--- src/rtl/root_tx_arbiter.sv ---
// Packet-level round-robin arbiter for the Root Node's single router injection port.
// A granted requester keeps the port until its last flit is accepted; flits leave through a one-entry register.
`ifndef ROUTER_WIDTH
`define ROUTER_WIDTH 32
`endif

module root_tx_arbiter #(
  parameter int NUM_REQ    = 3,
  parameter int DATA_WIDTH = `ROUTER_WIDTH,
  parameter int IDX_W      = $clog2(NUM_REQ)
) (
  input  logic                          clk,
  input  logic                          rst,
  input  logic [NUM_REQ-1:0]            req_valid,
  input  logic [NUM_REQ-1:0]            req_last,
  input  logic [NUM_REQ*DATA_WIDTH-1:0] req_data,
  output logic [NUM_REQ-1:0]            req_rdy,
  input  logic                          router_rdy,
  output logic                          tx_en,
  output logic [DATA_WIDTH-1:0]         tx_data,
  output logic [IDX_W-1:0]              grant_idx,
  output logic                          busy
);

  typedef enum logic {
    IDLE   = 1'b0,
    LOCKED = 1'b1
  } state_t;

  state_t                  state, state_nxt;
  logic [IDX_W-1:0]        rr_ptr, rr_nxt;
  logic [IDX_W-1:0]        grant_nxt;
  logic [IDX_W-1:0]        pick_idx;
  logic                    pick_found;
  logic                    out_adv;
  logic                    xfer;
  logic                    xfer_last;
  logic [DATA_WIDTH-1:0]   grant_data;

  function automatic logic [IDX_W-1:0] wrap_idx(input int v);
    return IDX_W'(v % NUM_REQ);
  endfunction

  // The output register can take a new flit when it is empty or being drained this cycle.
  assign out_adv    = ~tx_en | router_rdy;
  assign grant_data = req_data[grant_idx*DATA_WIDTH +: DATA_WIDTH];
  assign xfer       = (state == LOCKED) & req_valid[grant_idx] & out_adv;
  assign xfer_last  = xfer & req_last[grant_idx];
  assign busy       = (state == LOCKED) | tx_en;

  // Scan downwards so the candidate closest to rr_ptr is the one left standing.
  always_comb begin
    pick_found = 1'b0;
    pick_idx   = rr_ptr;
    for (int k = NUM_REQ - 1; k >= 0; k--) begin
      if (req_valid[wrap_idx(int'(rr_ptr) + k)]) begin
        pick_found = 1'b1;
        pick_idx   = wrap_idx(int'(rr_ptr) + k);
      end
    end
  end

  // NOTE: every output of this block gets a default first, so no path leaves a latch behind.
  always_comb begin
    state_nxt = state;
    grant_nxt = grant_idx;
    rr_nxt    = rr_ptr;
    req_rdy   = '0;
    case (state)
      IDLE: begin
        if (pick_found) begin
          grant_nxt = pick_idx;
          state_nxt = LOCKED;
        end
      end
      LOCKED: begin
        req_rdy[grant_idx] = out_adv;
        if (xfer_last) begin
          state_nxt = IDLE;
          rr_nxt    = wrap_idx(int'(grant_idx) + 1);
        end
      end
    endcase
  end

  // NOTE: state registers use non-blocking assignments so every flop samples pre-edge values.
  always_ff @(posedge clk or negedge rst) begin
    if (!rst) begin
      state     <= IDLE;
      rr_ptr    <= '0;
      grant_idx <= '0;
    end else begin
      state     <= state_nxt;
      rr_ptr    <= rr_nxt;
      grant_idx <= grant_nxt;
    end
  end

  // A held flit stays put under backpressure; an advancing register with no transfer emits a bubble.
  always_ff @(posedge clk or negedge rst) begin
    if (!rst) begin
      tx_en   <= 1'b0;
      tx_data <= '0;
    end else if (out_adv) begin
      tx_en <= xfer;
      if (xfer) begin
        tx_data <= grant_data;
      end
    end
  end

endmodule

--- config.mk ---
export PLATFORM = sky130hd
export DESIGN_NAME = root_tx_arbiter
export DESIGN_NICKNAME = d
export VERILOG_FILES = /design/src/rtl/root_tx_arbiter.sv
export SDC_FILE = /design/constraint.sdc
export NUM_CORES = 1
export LEC_CHECK = 0
export CAP_MARGIN = 10
export CORE_MARGIN = 2
export CORE_UTILIZATION = 39
export CTS_BUF_LIST = sky130_fd_sc_hd__clkbuf_8
export DETAILED_ROUTE_END_ITERATION = 6
export PLACE_DENSITY = 0.95
export SYNTH_ARGS = -nofsm -noshare
export SYNTH_HDL_FRONTEND = slang
export SYNTH_SLANG_ARGS = --single-unit
--- constraint.sdc ---
create_clock -name clk -period 2.15 [get_ports clk]
set_input_delay 0.43 -clock clk [delete_from_list [all_inputs] [get_ports clk]]
set_output_delay 0.43 -clock clk [all_outputs]
set_load 0.01 [all_outputs]
==> results.py <==
metrics = {
    "power": {
        "vdd_drop_max_mv": 0.584,
        "p_leak_uw": 0.00173,
        "cellPowerDensity_nw_per_um2": 1150,
    },
    "routing": {
        "first_pass_iters": 4,
        "routedWlPerCell_um": 14.4,
        "initialDrtViolationCount": 78,
        "via_count": 2493,
        "viasPerCell": 5.04,
        "remaining_drc_errors": 0,
        "wirelength_um": 7140,
        "drtAntennaViolNets": 0,
    },
    "grt": {
        "grt.total_usage_pct": 21.9,
        "grt_overflow": 0,
        "antenna_found_initial": 0,
        "grt_max_degree": 39,
        "first_global_vias": 2525,
        "grt_pass1_wl_um": 11300,
    },
    "placement": {
        "dp.cells": 486,
        "gp_congestion": 0.946,
        "hpwlAfterDp_um": 5630,
        "io_buffers": 143,
    },
    "yosys": {
        "synthesis.nets": 391,
        "ys_seq_area_share_pct": 40.0,
        "synth_cells": 278,
        "synth_ff_type": "dfrtp_1",
        "synth_seq_cells": 38,
        "yosysWarnings": 0,
        "ys_top_cells_by_count": "a21oi_1, dfrtp_1, nand2_1, mux2i_1, o21ai_0",
        "synth-async-reset-ratio_pct": 100,
        "syn_area_per_cell_um2": 8.55,
        "netlist.area_leader.share_pct": 40.0,
        "netlist_area_um2": 2380,
        "synthTopCellsByArea": "dfrtp_1, mux2i_1, a21oi_1",
        "synth.most_common_cell": "a21oi_1",
        "synth_edf_count": 0,
        "yosysTopAreaCell": "dfrtp_1",
        "ys_types": 30,
    },
    "floorplan": {
        "start_util_pct": 40.1,
        "core_um2": 5920,
        "die_h_um": 82.1,
        "rows": 28,
        "die-area_um2": 6730,
        "chipWidth_um": 82.1,
        "io_pins": 144,
    },
    "flow_run": {
        "max-cap-violations": 0,
    },
    "sta": {
        "post-route-period-util_pct": 93.0,
        "skew_ns": 0.00574,
        "finalSetupViolCount": 0,
        "min_period_ns": 2.00,
        "worst_pin_slew_ns": 0.870,
        "relSlewSlack_pct": 42.0,
        "hold_viol": 0,
        "grt_setup_unrepaired": "false",
        "max_freq_mhz": 500,
        "setup_tns_ns": 0,
        "report.final.slew_viol_count": 0,
    },
    "finish": {
        "fillers": 471,
        "syn2layout_area_growth_pct": 67.8,
        "final_cells": 495,
        "antenna_cells": 0,
        "drive_above_1_share_pct": 6.67,
        "layout.nets": 533,
    },
    "critical_path": {
        "end_kind": "output pin",
        "startpoint_type": "flop",
        "cp.required_ns": 1.72,
        "worst-setup-path-type": "flop to output pin",
        "crit_fanout": 10,
        "worstPathArrival_ns": 1.57,
    },
    "hold_path": {
        "hp-class": "input port to asynchronous set/reset pin",
    },
    "clock_network": {
        "cts_tree": "done",
        "cts_made_buffers": 5,
        "path_clk_slew_ns": 0.07,
        "clkSinkCount": 38,
        "ctsHtreeMaxLevel": 2,
        "cts_hold_buffers": 0,
        "worstSkewPairLatency_ns": 0.28,
        "cts_buffer_depth": 2,
        "clk_root_buffer_cell": "clkbuf_8",
    },
    "run_status": {
        "outcome": "completed",
    },
}
worst max-delay path: stages (launching register included):
cell and delay (ns):
dfrtp_1 0.50, or2_2 0.32, clkdlybuf4s50_1 0.48
path summary, 6_finish.rpt:
check | to | slack, ns | startpoint | depth (start not counted)
setup / recovery | busy | 0.15 | state | 2
hold / removal | tx_en | 0.26 | rst | 1
setup reg to reg | grant_idx[0] | 0.19 | rr_ptr[0] | 7
hold reg to reg | tx_data[28] | 0.48 | tx_data[28] | 2
max in group asynchronous | grant_idx[1] | 1.30 | rst | 1
min in group clk | tx_data[28] | 0.48 | tx_data[28] | 2
per-stage QoR:
step           worst slack (ns)  util [%]  hold WS [ns]  total power (µW)  area [µm²]
6_report                  0.150      67.3         0.262              4580        3990
3_3_place_gp            -0.0565      65.5         0.461              4010        3880
3_5_place_dp            -0.0514      65.5         0.469              4150        3880
2_1_floorplan             0.389         -         0.134              2890        2380
5_1_grt                 0.00986      67.3         0.332              5000        3990
4_1_cts                 0.00284      67.2         0.281              4630        3980
routing by layer:
layer / up-vias / global-route usage, % / part of all wire (%) / wire (µm)
li1: 1229 / - / - / -
met1: 1147 / 23.7 / 38 / 2680
met2: 107 / 40.3 / 52 / 3750
met3: 10 / 7.03 / 8.9 / 635
met4: 0 / 6.67 / 1.1 / 80
met5: - / 0 / 0 / 0
cell families after synthesis:
logic type      synth area share [%]
compound gates                  18.9
simple gates                    15.1
mux                             16.2
flops                           40.0
buf+inv                         5.58
fa+ha+maj                       4.21
cells in the final DEF (no fill, tap or decap), types with 2 or more instances in the layout:
cell type and count:
nand2_1 38, inv_1 8, o21ai_0 35, nand2b_4 2
mux2i_1 37, dlymetal6s2s_1 2, nand2b_1 2, a21oi_1 41
and3_1 3, nor2_1 33, dfrtp_1 37, clkdlybuf4s50_1 139
ha_1 8, clkbuf_8 5, buf_4 11
area by class of cell:
class / instances / area [µm²] / area share (%)
well taps: 75 / 93.8 / 2.35
multi-input cells: 213 / 1310 / 32.9
clock inverters: 2 / 7.51 / 0.188
flip-flops and latches: 38 / 952 / 23.9
repair buffers: 155 / 1520 / 38.2
clock buffers: 5 / 68.8 / 1.73
inverters: 7 / 28.8 / 0.722
where the power goes:
| group | leakage [µW] | internal (µW) | switching [µW] | total (µW) |
|---|---|---|---|---|
| clock network | 0.0000466 | 214 | 229 | 443 |
| registers | 0.000473 | 1050 | 219 | 1270 |
| logic | 0.00121 | 1430 | 1440 | 2870 |
repair_timing:
action / CTS / global route
resized for setup: 3 / 2
buffers inserted: 2 / 0
setup endpoints to repair: 4 / 2
state kept, by name (all words and copies together) (netlist names):
register   flops
grant_idx      2
tx_en          1
tx_data       32
rr_ptr         2
state          1
No activity file was read; power rests on OpenSTA's default activity.
